### config.mk
export PLATFORM = sky130hd
export DESIGN_NAME = imm_instr_encoder_flat
export DESIGN_NICKNAME = d
export VERILOG_FILES = /design/src/rtl/imm_instr_encoder_if.sv /design/src/rtl/imm_instr_encoder.sv /design/src/flat_wrapper.sv
export SDC_FILE = /design/constraint.sdc
export NUM_CORES = 1
export LEC_CHECK = 0
export CORE_MARGIN = 2
export CORE_UTILIZATION = 40
export CTS_CLUSTER_DIAMETER = 80
export DETAILED_ROUTE_END_ITERATION = 8
export PLACE_DENSITY = 0.78
export SETUP_SLACK_MARGIN = 0.3
export SYNTH_ARGS = -nofsm -noshare
export SYNTH_HDL_FRONTEND = slang
export SYNTH_SLANG_ARGS = --single-unit
### constraint.sdc
create_clock -name clk -period 1.6 [get_ports clk]
set_input_delay 0.24 -clock clk [delete_from_list [all_inputs] [get_ports clk]]
set_output_delay 0.24 -clock clk [all_outputs]
set_load 0.03 [all_outputs]
### src/rtl/imm_instr_encoder_if.sv
// Field-set input and encoded-word output bundle of the immediate instruction encoder.
// The master drives fields and consumes words; the slave is the encoder.
interface imm_instr_encoder_if #(
  parameter int ADDR_WIDTH = 12
);
  logic                  in_valid;
  logic                  in_ready;
  logic [6:0]            in_opcode;
  logic [4:0]            in_rd;
  logic [4:0]            in_rs1;
  logic [4:0]            in_rs2;
  logic [2:0]            in_funct3;
  logic [6:0]            in_funct7;
  logic [31:0]           in_imm;
  logic                  out_valid;
  logic                  out_ready;
  logic [31:0]           out_instr;
  logic [ADDR_WIDTH-1:0] out_addr;
  logic                  out_err;
  logic                  err_seen;

  modport master (
    output in_valid, in_opcode, in_rd, in_rs1, in_rs2, in_funct3, in_funct7, in_imm,
    output out_ready,
    input  in_ready, out_valid, out_instr, out_addr, out_err, err_seen
  );

  modport slave (
    input  in_valid, in_opcode, in_rd, in_rs1, in_rs2, in_funct3, in_funct7, in_imm,
    input  out_ready,
    output in_ready, out_valid, out_instr, out_addr, out_err, err_seen
  );
endinterface

### src/rtl/imm_instr_encoder.sv
// Packs decoded RV32I fields back into an instruction word, range-checks the immediate,
// and emits it with a sequential byte address through a single registered output stage.
module imm_instr_encoder #(
  parameter int          ADDR_WIDTH = 12,
  parameter int          BASE_ADDR  = 0,
  parameter logic [31:0] NOP_WORD   = 32'h0000_0013
) (
  input  logic                clk,
  input  logic                rst_n,
  input  logic                restart,
  imm_instr_encoder_if.slave  bus
);

  localparam logic [ADDR_WIDTH-1:0] BASE_A = ADDR_WIDTH'(BASE_ADDR);
  localparam logic [ADDR_WIDTH-1:0] STEP_A = ADDR_WIDTH'(4);

  localparam logic [6:0] OP_LOAD   = 7'b0000011;
  localparam logic [6:0] OP_FENCE  = 7'b0001111;
  localparam logic [6:0] OP_IMM    = 7'b0010011;
  localparam logic [6:0] OP_AUIPC  = 7'b0010111;
  localparam logic [6:0] OP_STORE  = 7'b0100011;
  localparam logic [6:0] OP_REG    = 7'b0110011;
  localparam logic [6:0] OP_LUI    = 7'b0110111;
  localparam logic [6:0] OP_BRANCH = 7'b1100011;
  localparam logic [6:0] OP_JALR   = 7'b1100111;
  localparam logic [6:0] OP_JAL    = 7'b1101111;
  localparam logic [6:0] OP_SYSTEM = 7'b1110011;

  logic                  out_valid_q;
  logic [31:0]           out_instr_q;
  logic [ADDR_WIDTH-1:0] out_addr_q;
  logic                  out_err_q;
  logic                  err_seen_q;
  logic [ADDR_WIDTH-1:0] next_addr_q;

  logic [31:0] instr_d;
  logic        err_d;
  logic        accept;

  logic [6:0]  op;
  logic [4:0]  rd, rs1, rs2;
  logic [2:0]  f3;
  logic [6:0]  f7;
  logic [31:0] imm;
  logic        fits12, fits13, fits21;
  logic [31:0] i_word;

  assign op  = bus.in_opcode;
  assign rd  = bus.in_rd;
  assign rs1 = bus.in_rs1;
  assign rs2 = bus.in_rs2;
  assign f3  = bus.in_funct3;
  assign f7  = bus.in_funct7;
  assign imm = bus.in_imm;

  // An immediate fits N signed bits when every bit from N-1 upward equals the sign bit.
  assign fits12 = (&imm[31:11]) | ~(|imm[31:11]);
  assign fits13 = (&imm[31:12]) | ~(|imm[31:12]);
  assign fits21 = (&imm[31:20]) | ~(|imm[31:20]);

  assign i_word = {imm[11:0], rs1, f3, rd, op};

  always_comb begin
    instr_d = NOP_WORD;
    err_d   = 1'b1;
    case (op)
      OP_REG: begin
        instr_d = {f7, rs2, rs1, f3, rd, op};
        err_d   = 1'b0;
      end
      OP_IMM: begin
        if (f3 == 3'b001 || f3 == 3'b101) begin
          instr_d = {f7, imm[4:0], rs1, f3, rd, op};
          err_d   = |imm[31:5];
        end else begin
          instr_d = i_word;
          err_d   = ~fits12;
        end
      end
      OP_LOAD, OP_JALR, OP_FENCE, OP_SYSTEM: begin
        instr_d = i_word;
        err_d   = ~fits12;
      end
      OP_STORE: begin
        instr_d = {imm[11:5], rs2, rs1, f3, imm[4:0], op};
        err_d   = ~fits12;
      end
      OP_BRANCH: begin
        instr_d = {imm[12], imm[10:5], rs2, rs1, f3, imm[4:1], imm[11], op};
        err_d   = ~fits13 | imm[0];
      end
      OP_LUI, OP_AUIPC: begin
        instr_d = {imm[31:12], rd, op};
        err_d   = |imm[11:0];
      end
      OP_JAL: begin
        instr_d = {imm[20], imm[10:1], imm[11], imm[19:12], rd, op};
        err_d   = ~fits21 | imm[0];
      end
      default: begin
        instr_d = NOP_WORD;
        err_d   = 1'b1;
      end
    endcase
  end

  assign bus.in_ready = ~restart & (~out_valid_q | bus.out_ready);
  assign accept       = bus.in_valid & bus.in_ready;

  always_ff @(posedge clk or negedge rst_n) begin
    if (!rst_n) begin
      out_valid_q <= 1'b0;
      out_instr_q <= '0;
      out_addr_q  <= BASE_A;
      out_err_q   <= 1'b0;
      err_seen_q  <= 1'b0;
      next_addr_q <= BASE_A;
    end else begin
      if (out_valid_q && bus.out_ready && out_err_q) err_seen_q <= 1'b1;
      // Restart only drops the pending word and rewinds; the sticky error survives.
      if (restart) begin
        out_valid_q <= 1'b0;
        next_addr_q <= BASE_A;
      end else if (accept) begin
        out_valid_q <= 1'b1;
        out_instr_q <= instr_d;
        out_err_q   <= err_d;
        out_addr_q  <= next_addr_q;
        next_addr_q <= next_addr_q + STEP_A;
      end else if (bus.out_ready) begin
        out_valid_q <= 1'b0;
      end
    end
  end

  assign bus.out_valid = out_valid_q;
  assign bus.out_instr = out_instr_q;
  assign bus.out_addr  = out_addr_q;
  assign bus.out_err   = out_err_q;
  assign bus.err_seen  = err_seen_q;

endmodule
### src/flat_wrapper.sv
// flat-port wrapper written by rule: the top's interface ports become plain ports
module imm_instr_encoder_flat 
#(
  parameter int          ADDR_WIDTH = 12,
  parameter int          BASE_ADDR  = 0,
  parameter logic [31:0] NOP_WORD   = 32'h0000_0013
)
  (clk, rst_n, restart, bus_in_valid, bus_in_opcode, bus_in_rd, bus_in_rs1, bus_in_rs2, bus_in_funct3, bus_in_funct7, bus_in_imm, bus_out_ready, bus_in_ready, bus_out_valid, bus_out_instr, bus_out_addr, bus_out_err, bus_err_seen);
  imm_instr_encoder_if #(.ADDR_WIDTH(ADDR_WIDTH)) bus_i ();
  input  logic clk;
  input  logic rst_n;
  input  logic restart;
  input wire logic [$bits(bus_i.in_valid)-1:0] bus_in_valid;
  input wire logic [$bits(bus_i.in_opcode)-1:0] bus_in_opcode;
  input wire logic [$bits(bus_i.in_rd)-1:0] bus_in_rd;
  input wire logic [$bits(bus_i.in_rs1)-1:0] bus_in_rs1;
  input wire logic [$bits(bus_i.in_rs2)-1:0] bus_in_rs2;
  input wire logic [$bits(bus_i.in_funct3)-1:0] bus_in_funct3;
  input wire logic [$bits(bus_i.in_funct7)-1:0] bus_in_funct7;
  input wire logic [$bits(bus_i.in_imm)-1:0] bus_in_imm;
  input wire logic [$bits(bus_i.out_ready)-1:0] bus_out_ready;
  output wire logic [$bits(bus_i.in_ready)-1:0] bus_in_ready;
  output wire logic [$bits(bus_i.out_valid)-1:0] bus_out_valid;
  output wire logic [$bits(bus_i.out_instr)-1:0] bus_out_instr;
  output wire logic [$bits(bus_i.out_addr)-1:0] bus_out_addr;
  output wire logic [$bits(bus_i.out_err)-1:0] bus_out_err;
  output wire logic [$bits(bus_i.err_seen)-1:0] bus_err_seen;
  assign bus_i.in_valid = bus_in_valid;
  assign bus_i.in_opcode = bus_in_opcode;
  assign bus_i.in_rd = bus_in_rd;
  assign bus_i.in_rs1 = bus_in_rs1;
  assign bus_i.in_rs2 = bus_in_rs2;
  assign bus_i.in_funct3 = bus_in_funct3;
  assign bus_i.in_funct7 = bus_in_funct7;
  assign bus_i.in_imm = bus_in_imm;
  assign bus_i.out_ready = bus_out_ready;
  assign bus_in_ready = bus_i.in_ready;
  assign bus_out_valid = bus_i.out_valid;
  assign bus_out_instr = bus_i.out_instr;
  assign bus_out_addr = bus_i.out_addr;
  assign bus_out_err = bus_i.out_err;
  assign bus_err_seen = bus_i.err_seen;
  imm_instr_encoder #(.ADDR_WIDTH(ADDR_WIDTH), .BASE_ADDR(BASE_ADDR), .NOP_WORD(NOP_WORD)) u_core (.clk(clk), .rst_n(rst_n), .restart(restart), .bus(bus_i));
endmodule
# [After elaboration in Yosys (flattened, before gate mapping)]
# Cells that the tools add are included.
[word_totals] reg_bits=59 rom_bits=0 mem_count=0 ramBits=0 wordCells=62 latch_bits=0
[classes] n_eq_ne=13 muxes=9 addsub=1 n_lt_le_gt_ge=0 bitwise=16 reduce_logical=17 div_mod_pow=0 shifts=0 n_mul=0
[op_table] cell="$pmux 32 s7" count=1
[op_table] cell="$mux 32" count=1
[op_table] cell="$eq 7x7->1 const B" count=4
[op_table] cell="$reduce_or 27->1" count=1
[op_table] cell="$mux 12" count=2
[op_table] cell="$reduce_or 12->1" count=2
[op_table] cell="$eq 7x6->1 const B" count=3
[op_table] cell="$reduce_and 21->1" count=1
[op_table] cell="$reduce_or 21->1" count=1
[op_table] cell="$reduce_and 20->1" count=1
[op_table] cell="$reduce_or 20->1" count=1
[op_table] cell="$eq 7x5->1 const B" count=2
[op_table] cell="$add 12x3->12 const B" count=1
[op_table] cell="$reduce_and 12->1" count=1
[op_table] cell="$not 1->1" count=8
[op_table] cell="$eq 7x2->1 const B" count=1
[op_table] cell="$eq 7x4->1 const B" count=1
[op_table] cell="$or 1x1->1" count=6
[op_table] cell="$pmux 1 s6" count=1
[op_table] cell="$reduce_or 5->1" count=1
[op_table] cell="$mux 1" count=4
[op_table] cell="$reduce_or 4->1" count=1
[op_table] cell="$eq 3x1->1 const B" count=1
[op_table] cell="$eq 3x3->1 const B" count=1
[op_table] cell="other kinds (7)" count=9

# [Depth between registers and ports, before layout]
# Gate-level depths: netlist of run 1.
[depth] word_depth=6 mapped_depth=8

# [Worst setup path after synthesis of run 1]
# No wires, ideal clock.
[synth_path] path_kind="register to register" startpoint="register u_core.out_valid_q, in the netlist u_core.bus.out_valid" endpoint="register u_core.out_instr_q[10], in the netlist u_core.bus.out_instr[10]" period_less_slack_ps=2174 arrival_time_ps=2048 n_path_buf=1 slack_ps=-574 stages_incl_launch_ff=6 cell_sequence="dfrtp_1 -> nor2b_1 -> nor2_1 -> nand2_1 -> clkbuf_1 -> a221o_1"
[synth_via] elab_chain_cells=5
[synth_rtl] element="start: declaration" line="imm_instr_encoder.sv:29" source="logic out_valid_q;"
[synth_rtl] element="start signal: assignment" line="imm_instr_encoder.sv:112" source="out_valid_q <= 1'b0;"
[synth_rtl] element="start signal: assignment" line="imm_instr_encoder.sv:122" source="out_valid_q <= 1'b0;"
[synth_rtl] element="start signal: assignment" line="imm_instr_encoder.sv:125" source="out_valid_q <= 1'b1;"
[synth_rtl] element="$not 1->1" line="imm_instr_encoder.sv:107" source="assign bus.in_ready = ~restart & (~out_valid_q | bus.out_ready);"
[synth_rtl] element="$or 1x1->1" line="imm_instr_encoder.sv:107"
[synth_rtl] element="$and 1x1->1" line="imm_instr_encoder.sv:107"
[synth_rtl] element="via bus_in_ready" line="flat_wrapper.sv:22" source="output wire logic [$bits(bus_i.in_ready)-1:0] bus_in_ready;"
[synth_rtl] element="$and 1x1->1" line="imm_instr_encoder.sv:108" source="assign accept = bus.in_valid & bus.in_ready;"
[synth_rtl] element="$reduce_and 2->1 (no line)"
[synth_rtl] element="end signal: assignment" line="imm_instr_encoder.sv:126" source="out_instr_q <= instr_d;"
[synth_rtl] element="end: declaration" line="imm_instr_encoder.sv:30" source="logic [31:0] out_instr_q;"
# The timed path passes the listed nets, and every way through them passes these cells.
# A chain may end at the register's enable or synchronous reset.

# [Worst setup path after layout of run 1]
[layout_path] startpoint="register u_core.out_valid_q, in the netlist u_core.bus.out_valid" endpoint="register u_core.out_err_q, in the netlist u_core.bus.out_err"
[layout_via] elab_chain_cells=5
[layout_rtl] element="$not 1->1" line="imm_instr_encoder.sv:107"
[layout_rtl] element="$or 1x1->1" line="imm_instr_encoder.sv:107"
[layout_rtl] element="$and 1x1->1" line="imm_instr_encoder.sv:107"
[layout_rtl] element="$and 1x1->1" line="imm_instr_encoder.sv:108"
[layout_rtl] element="$reduce_and 2->1 (no line)"
[layout_rtl] element="end signal: assignment" line="imm_instr_encoder.sv:127" source="out_err_q <= err_d;"
[layout_rtl] element="end: declaration" line="imm_instr_encoder.sv:32" source="logic out_err_q;"
# Every way passes these cells.

==> results.json, run 1 <==
{
  "synth_cells": 334,
  "gr-usage-all-layers_pct": 27.80,
  "min_period_ns": 1.663,
  "routedWlPerCell_um": 20.02,
  "drtIter0Drc": 392,
  "grt_overflow": 0,
  "synth_area_leaders": "dfrtp_1, nand2_1, a22oi_1",
  "clk_pin_slew_ns": 0.11,
  "syn_area_um2": 2995,
  "die_w_um": 90.54,
  "synth_seq_cells": 55,
  "ant_nets": 0,
  "netlist-cell-type-count": 56,
  "whs_path_depth": 2,
  "holdPathEnd": "u_core.bus.out_instr[30]",
  "first_pass_iters": 5,
  "cts_buffers": 5,
  "drc": 0,
  "post-route-util_pct": 77.26,
  "cts_buffer_depth": 2,
  "clock_skew_ns": 0.007032,
  "vias": 3791,
  "combPwrFrac_pct": 26.9,
  "crit_path_max_incr_delay_ns": 0.42,
  "core_area_um2": 7253,
  "crit_chain": "nor2b_4, nor3b_4, buf_6, buf_6, nor2_4, nor2_2, o211ai_1, o221ai_1",
  "finalCritPeriodShare_pct": 104.0,
  "p_seq_share_pct": 44.0,
  "yosysWarnings": 0,
  "synth_top_flop_cell": "dfrtp_1",
  "die_h_um": 90.54,
  "cts-root-buf": "clkbuf_8",
  "fin_ws_ns": -0.06323,
  "worstSetupStartpointType": "register",
  "status": "complete, but fails checks",
  "reg2regPathDepth": 8,
  "io_pins": 117,
  "place_area_um2": 4878,
  "initial_core_util_pct": 41.30,
  "synth_top_area_cell": "dfrtp_1",
  "postRouteWirelength_um": 12940,
  "drive_gt1_share_pct": 52.38,
  "regArea_um2": 1379,
  "worst_ep_required_time_ns": 1.82,
  "finalNetCount": 615,
  "die-area_um2": 8197,
  "cts_tree": "built",
  "hp-start": "bus_in_imm[10]",
  "synth.avg_cell_area_um2": 8.968,
  "path_class": "register to register",
  "reg2reg_to": "u_core.bus.out_err",
  "synthTopCellsByCount": "nand2_1, dfrtp_1, nor2_1, a22oi_1, o21ai_0",
  "grt_pass1_wl_um": 18460,
  "clock-sinks": 55,
  "viasPerCell": 5.868,
  "fin_hold_ws_ns": 0.2162,
  "slew_violations": 0,
  "yosysMostFrequentCell": "nand2_1",
  "grt_pass1_vias": 3771,
  "hold_viol": 0,
  "clkPwrFrac_pct": 29.1,
  "path_common_cell": "buf_6",
  "violations": "negative setup slack",
  "p_leak_nw": 2.516,
  "arrival_ns": 1.88,
  "yosysTopAreaCellShare_pct": 45.95,
  "grt_max_degree": 56,
  "multi_input_area_um2": 2019,
  "htreeDepth": 2,
  "hold_class": "input port to register",
  "globalplace.congestion": 0.9108,
  "fin_setup_tns_ns": -0.06323,
  "max_cap_viol_count": 0,
  "switching_share_pct": 30.33,
  "end_kind": "register",
  "stdcell_area_um2": 5604,
  "cp_max_fo": 6,
  "p_sw_mw": 1.019,
  "r2r_start": "u_core.bus.out_valid",
  "num-fill-cells": 450,
  "powerDensity_nw_per_um2": 599.4,
  "worst_skew_pair.late_latency_ns": 0.32,
  "setup_viol": 1,
  "fmax_mhz": 601.2,
  "rows": 31,
  "intPower_mw": 2.340,
  "portBuffers": 114,
  "antenna_found_initial": 1,
  "crit_path_top_delay_cell": "dfrtp_2",
  "yosysSeqAreaShare_pct": 45.95,
  "area_growth_pct": 87.09,
  "synth-edff-count": 0,
  "reg2reg_slack_ns": -0.06,
  "irDropWorstVdd_v": 0.0004316,
  "dp.final_hpwl_um": 8103,
  "synthArstFlopShare_pct": 100.0,
  "rsz0062_at_grt": "yes"
}
## power by group through the flow
stage | Combinational (mW) | Sequential, mW | Clock (mW)
5_1_grt | 0.948 | 1.48 | 1.04
2_1_floorplan | 0.204 | 1.57 | 0
3_5_place_dp | 0.775 | 1.50 | 0
4_1_cts | 0.804 | 1.47 | 0.974
3_3_place_gp | 0.762 | 1.50 | 0
6_report | 0.904 | 1.48 | 0.977
## worst max-delay path: cells and delay by family (launching register included)
kind                   cells  cell delay [ns]
and+or+nand+nor            4             0.51
DFF                        1             0.42
AOI/OAI and AO/OA          2             0.35
buffers and inverters      2             0.28
## worst max path at each step
stage	endpoint	from	slack [ns]
5_1_grt	u_core.bus.out_err	u_core.bus.out_valid	-0.14
2_1_floorplan	u_core.bus.out_instr[31]	bus_in_opcode[0]	0.007
3_3_place_gp	u_core.bus.out_err	bus_in_imm[11]	-0.60
4_1_cts	u_core.bus.out_err	u_core.bus.out_valid	0.04
6_report	u_core.bus.out_err	u_core.bus.out_valid	-0.06
3_5_place_dp	u_core.bus.out_err	bus_in_imm[21]	-0.68
## cell families (layout without fill, tap and decap cells)
kind of cell,count (synthesis),after routing,share of synthesized area [%]
AO/OA/AOI/OAI,86,86,20.93
other,1,3,0.1252
adder cells (fa/ha/maj),1,1,0.4176
buffers and inverters,24,234,4.177
flip-flops,55,55,45.95
multiplexers,3,3,1.003
AND/OR/NAND/NOR,158,159,25.65
XOR/XNOR,6,6,1.755
## stage by stage
step           cells  setup WS [ns]  power, mW
2_1_floorplan    335       0.007489      1.778
3_3_place_gp     613        -0.6039      2.258
3_5_place_dp     613        -0.6780      2.272
4_1_cts          635        0.04016      3.248
5_1_grt          646        -0.1399      3.468
6_report         646       -0.06323      3.359
## per-layer routing
metal	GRT usage [%]	share of wire, %	routed length [µm]
met2	49.69	51	6558
met4	11.28	5.3	690
met3	5.092	7.0	904
met5	0	0	0
met1	32.78	37	4781
## flip-flops by register name, indices dropped and copies added, names as in the netlist
register and flops:
u_core.bus.err_seen 1, u_core.bus.out_addr 10, u_core.bus.out_err 1, u_core.bus.out_instr 32, u_core.bus.out_valid 1, u_core.next_addr_q 10
## what timing repair did
item,CTS,global route
gates cloned,1,2
buffers inserted,12,8
pin swaps,33,35
gates resized for setup,243,125
hold buffers,1,0
endpoints found under the setup margin,88,71
hold endpoints to repair,55,0
## cell type report
cell class,count,area share [%]
multi-input combinational,257,36.03
timing repair buffer,221,34.72
sequential,55,24.60
tap,99,2.210
clock buffer,5,1.228
clock inverter,3,0.8261
inverter,5,0.3349
antenna,1,0.04465
## layout by cell type (no fill, tap or decap), types with 6 or more instances in the layout
cell	instances
buf_4	79
dfrtp_1	53
nand2_1	42
clkdlybuf4s50_1	28
clkbuf_2	28
clkdlybuf4s15_2	26
buf_6	20
nor2_1	16
nand2_2	13
buf_2	13
dlygate4sd2_1	13
nand4_1	12
a221o_1	12
a22oi_2	12
o21ai_0	11
a22oi_1	10
nand3_1	9
nor2_2	8
nor2_4	7
o21ai_2	7
buf_12	7
o21ai_1	6
No activity file was read; power rests on OpenSTA's default activity.
==> run 2, diff against run 1 <==
CORE_UTILIZATION = 57   (was 40)
DONT_BUFFER_PORTS = 1   (was not set)
PLACE_DENSITY = 0.76   (was 0.78)
==> run 2 against run 1 <==
Against the previous run: power decreased by 19%; register-to-register slack better by 0.04 ns; worst setup slack improved by 0.041 ns; final area shrank 32%; routed wire length decreased by 27%; the flow finishes with violations (negative hold slack, negative setup slack); via count shrank 23%; count of clock-buffer cells in the layout did not move; sequential share of layout area increased by 11 points; hold slack lost 0.61 ns; combinational power shrank 59%; clock skew shrank 0.0016 ns.
==> results.json, run 2 (synthesis results as in run 1) <==
{
  "first_pass_iters": 5,
  "fin_hold_ws_ns": -0.3915,
  "max_cap_viol_count": 0,
  "critPathTopFamily": "simple AND/OR/NAND/NOR gates",
  "powerDensity_nw_per_um2": 707.8,
  "status": "complete, but fails checks",
  "rows": 26,
  "place_area_um2": 3236,
  "reg2reg_to": "u_core.bus.out_err",
  "p_leak_nw": 1.662,
  "drtIter0Drc": 264,
  "antenna_found_initial": 0,
  "setup_viol": 1,
  "rsz0062_at_grt": "yes",
  "finalCritPeriodShare_pct": 101.4,
  "crit_chain": "nor2b_4, nor3b_4, buf_6, nand3_4, a311oi_2, o221ai_1",
  "die-area_um2": 5851,
  "drc": 0,
  "hold_viol": 55,
  "cts_buffers": 5,
  "cts_buffer_depth": 2,
  "place_ws_ns": -0.09606,
  "cts-root-buf": "clkbuf_8",
  "vias": 2906,
  "cp_max_fo": 4,
  "reg2regPathDepth": 6,
  "path_class": "register to register",
  "postRouteWirelength_um": 9396,
  "portBuffers": 0,
  "slew_violations": 0,
  "irDropWorstVdd_v": 0.0004097,
  "initial_core_util_pct": 59.02,
  "dp.final_hpwl_um": 6092,
  "crit_path_top_delay_cell": "dfrtp_2",
  "timing.critical_path.buf_inv": 1,
  "min_period_ns": 1.622,
  "final_cell_mix": "dfrtp_1, nand2_1, buf_4, nor2_1, a22oi_1",
  "globalplace.congestion": 0.9596,
  "clock_skew_ns": 0.005422,
  "grt_pass1_vias": 2762,
  "setup.worst_path.start": "u_core.bus.out_valid",
  "routedWlPerCell_um": 21.40,
  "arrival_ns": 1.80,
  "worstSetupStartpointType": "register",
  "gr-usage-all-layers_pct": 29.26,
  "end_kind": "register",
  "clk_pin_slew_ns": 0.10,
  "cts_hold_buffers": 1,
  "layout_commonest_cell": "dfrtp_1",
  "place_inst": 412,
  "grt_max_degree": 56,
  "grt_overflow": 0,
  "relSlewSlack_pct": 65.88,
  "diodes": 0,
  "worst_skew_pair.late_latency_ns": 0.31,
  "fin_ws_ns": -0.02184,
  "cts_tree": "built",
  "drive_gt1_share_pct": 31.98,
  "finalNetCount": 438,
  "area_growth_pct": 27.90,
  "htreeDepth": 2,
  "reg2reg_slack_ns": -0.02,
  "die_h_um": 76.49,
  "ant_nets": 0,
  "grt_pass1_wl_um": 13710,
  "r2r_start": "u_core.bus.out_valid",
  "core_area_um2": 5075,
  "worst_ep_required_time_ns": 1.78,
  "io_pins": 117,
  "finalNonFillerCells": 439,
  "die_w_um": 76.49,
  "viasPerCell": 6.620,
  "stdcell_area_um2": 3831,
  "largest_reg_flops": 32,
  "hold_class": "input port to async pin",
  "fmax_mhz": 616.6,
  "worst_pin_slew_ns": 0.5087,
  "crit_path_max_incr_delay_ns": 0.42,
  "clock-sinks": 55,
  "violations": "negative hold slack, negative setup slack",
  "cp_num_cells": 6
}
==> run 2: cell type report <==
cell class / count / area (µm²)
clock inverter: 3 / 18.77
timing repair buffer: 44 / 461.7
multi-input combinational: 257 / 1798
fill: 350 / 1244
tap: 70 / 87.58
clock buffer: 5 / 68.82
inverter: 5 / 18.77
sequential: 55 / 1378
==> run 2: worst max path at each step <==
stage                     slack, ns                        to
after global routing          -0.09        u_core.bus.out_err
final                         -0.02        u_core.bus.out_err
after detailed placement       -0.1        u_core.bus.out_err
after CTS                      0.06        u_core.bus.out_err
after floorplan               0.007  u_core.bus.out_instr[31]
after global placement        -0.03        u_core.bus.out_err
==> run 2: timing repair <==
item	4_1_cts	5_1_grt
endpoints found under the hold margin	64	55
setup endpoints to repair	49	54
gates cloned	1	3
setup buffers	8	6
resized for setup	26	55
pin swaps	21	22
==> run 2: metal layers <==
metal | global-route usage, % | vias to the layer above | wire, µm
met1 | 38.46 | 1434 | 3817
li1 | - | 1295 | -
met2 | 46.46 | 156 | 4539
met3 | 8.531 | 21 | 834
met4 | 10.18 | 0 | 204
met5 | 0 | - | 0
==> run 2: stage by stage <==
| step | power, mW | setup TNS [ns] | util, % |
|---|---|---|---|
| after floorplan | 1.778 | 0 | - |
| after global placement | 1.818 | -0.07643 | 63.76 |
| after detailed placement | 1.824 | -0.1202 | 63.76 |
| after CTS | 2.620 | 0 | 69.53 |
| after global routing | 2.797 | -0.5756 | 75.49 |
| final | 2.712 | -0.02184 | 75.49 |
==> run 2: power by group <==
group / leakage [nW] / total, mW / switching (mW) / internal, mW
logic: 0.881 / 0.372 / 0.192 / 0.180
registers: 0.733 / 1.56 / 0.126 / 1.43
clock network: 0.0483 / 0.779 / 0.470 / 0.310
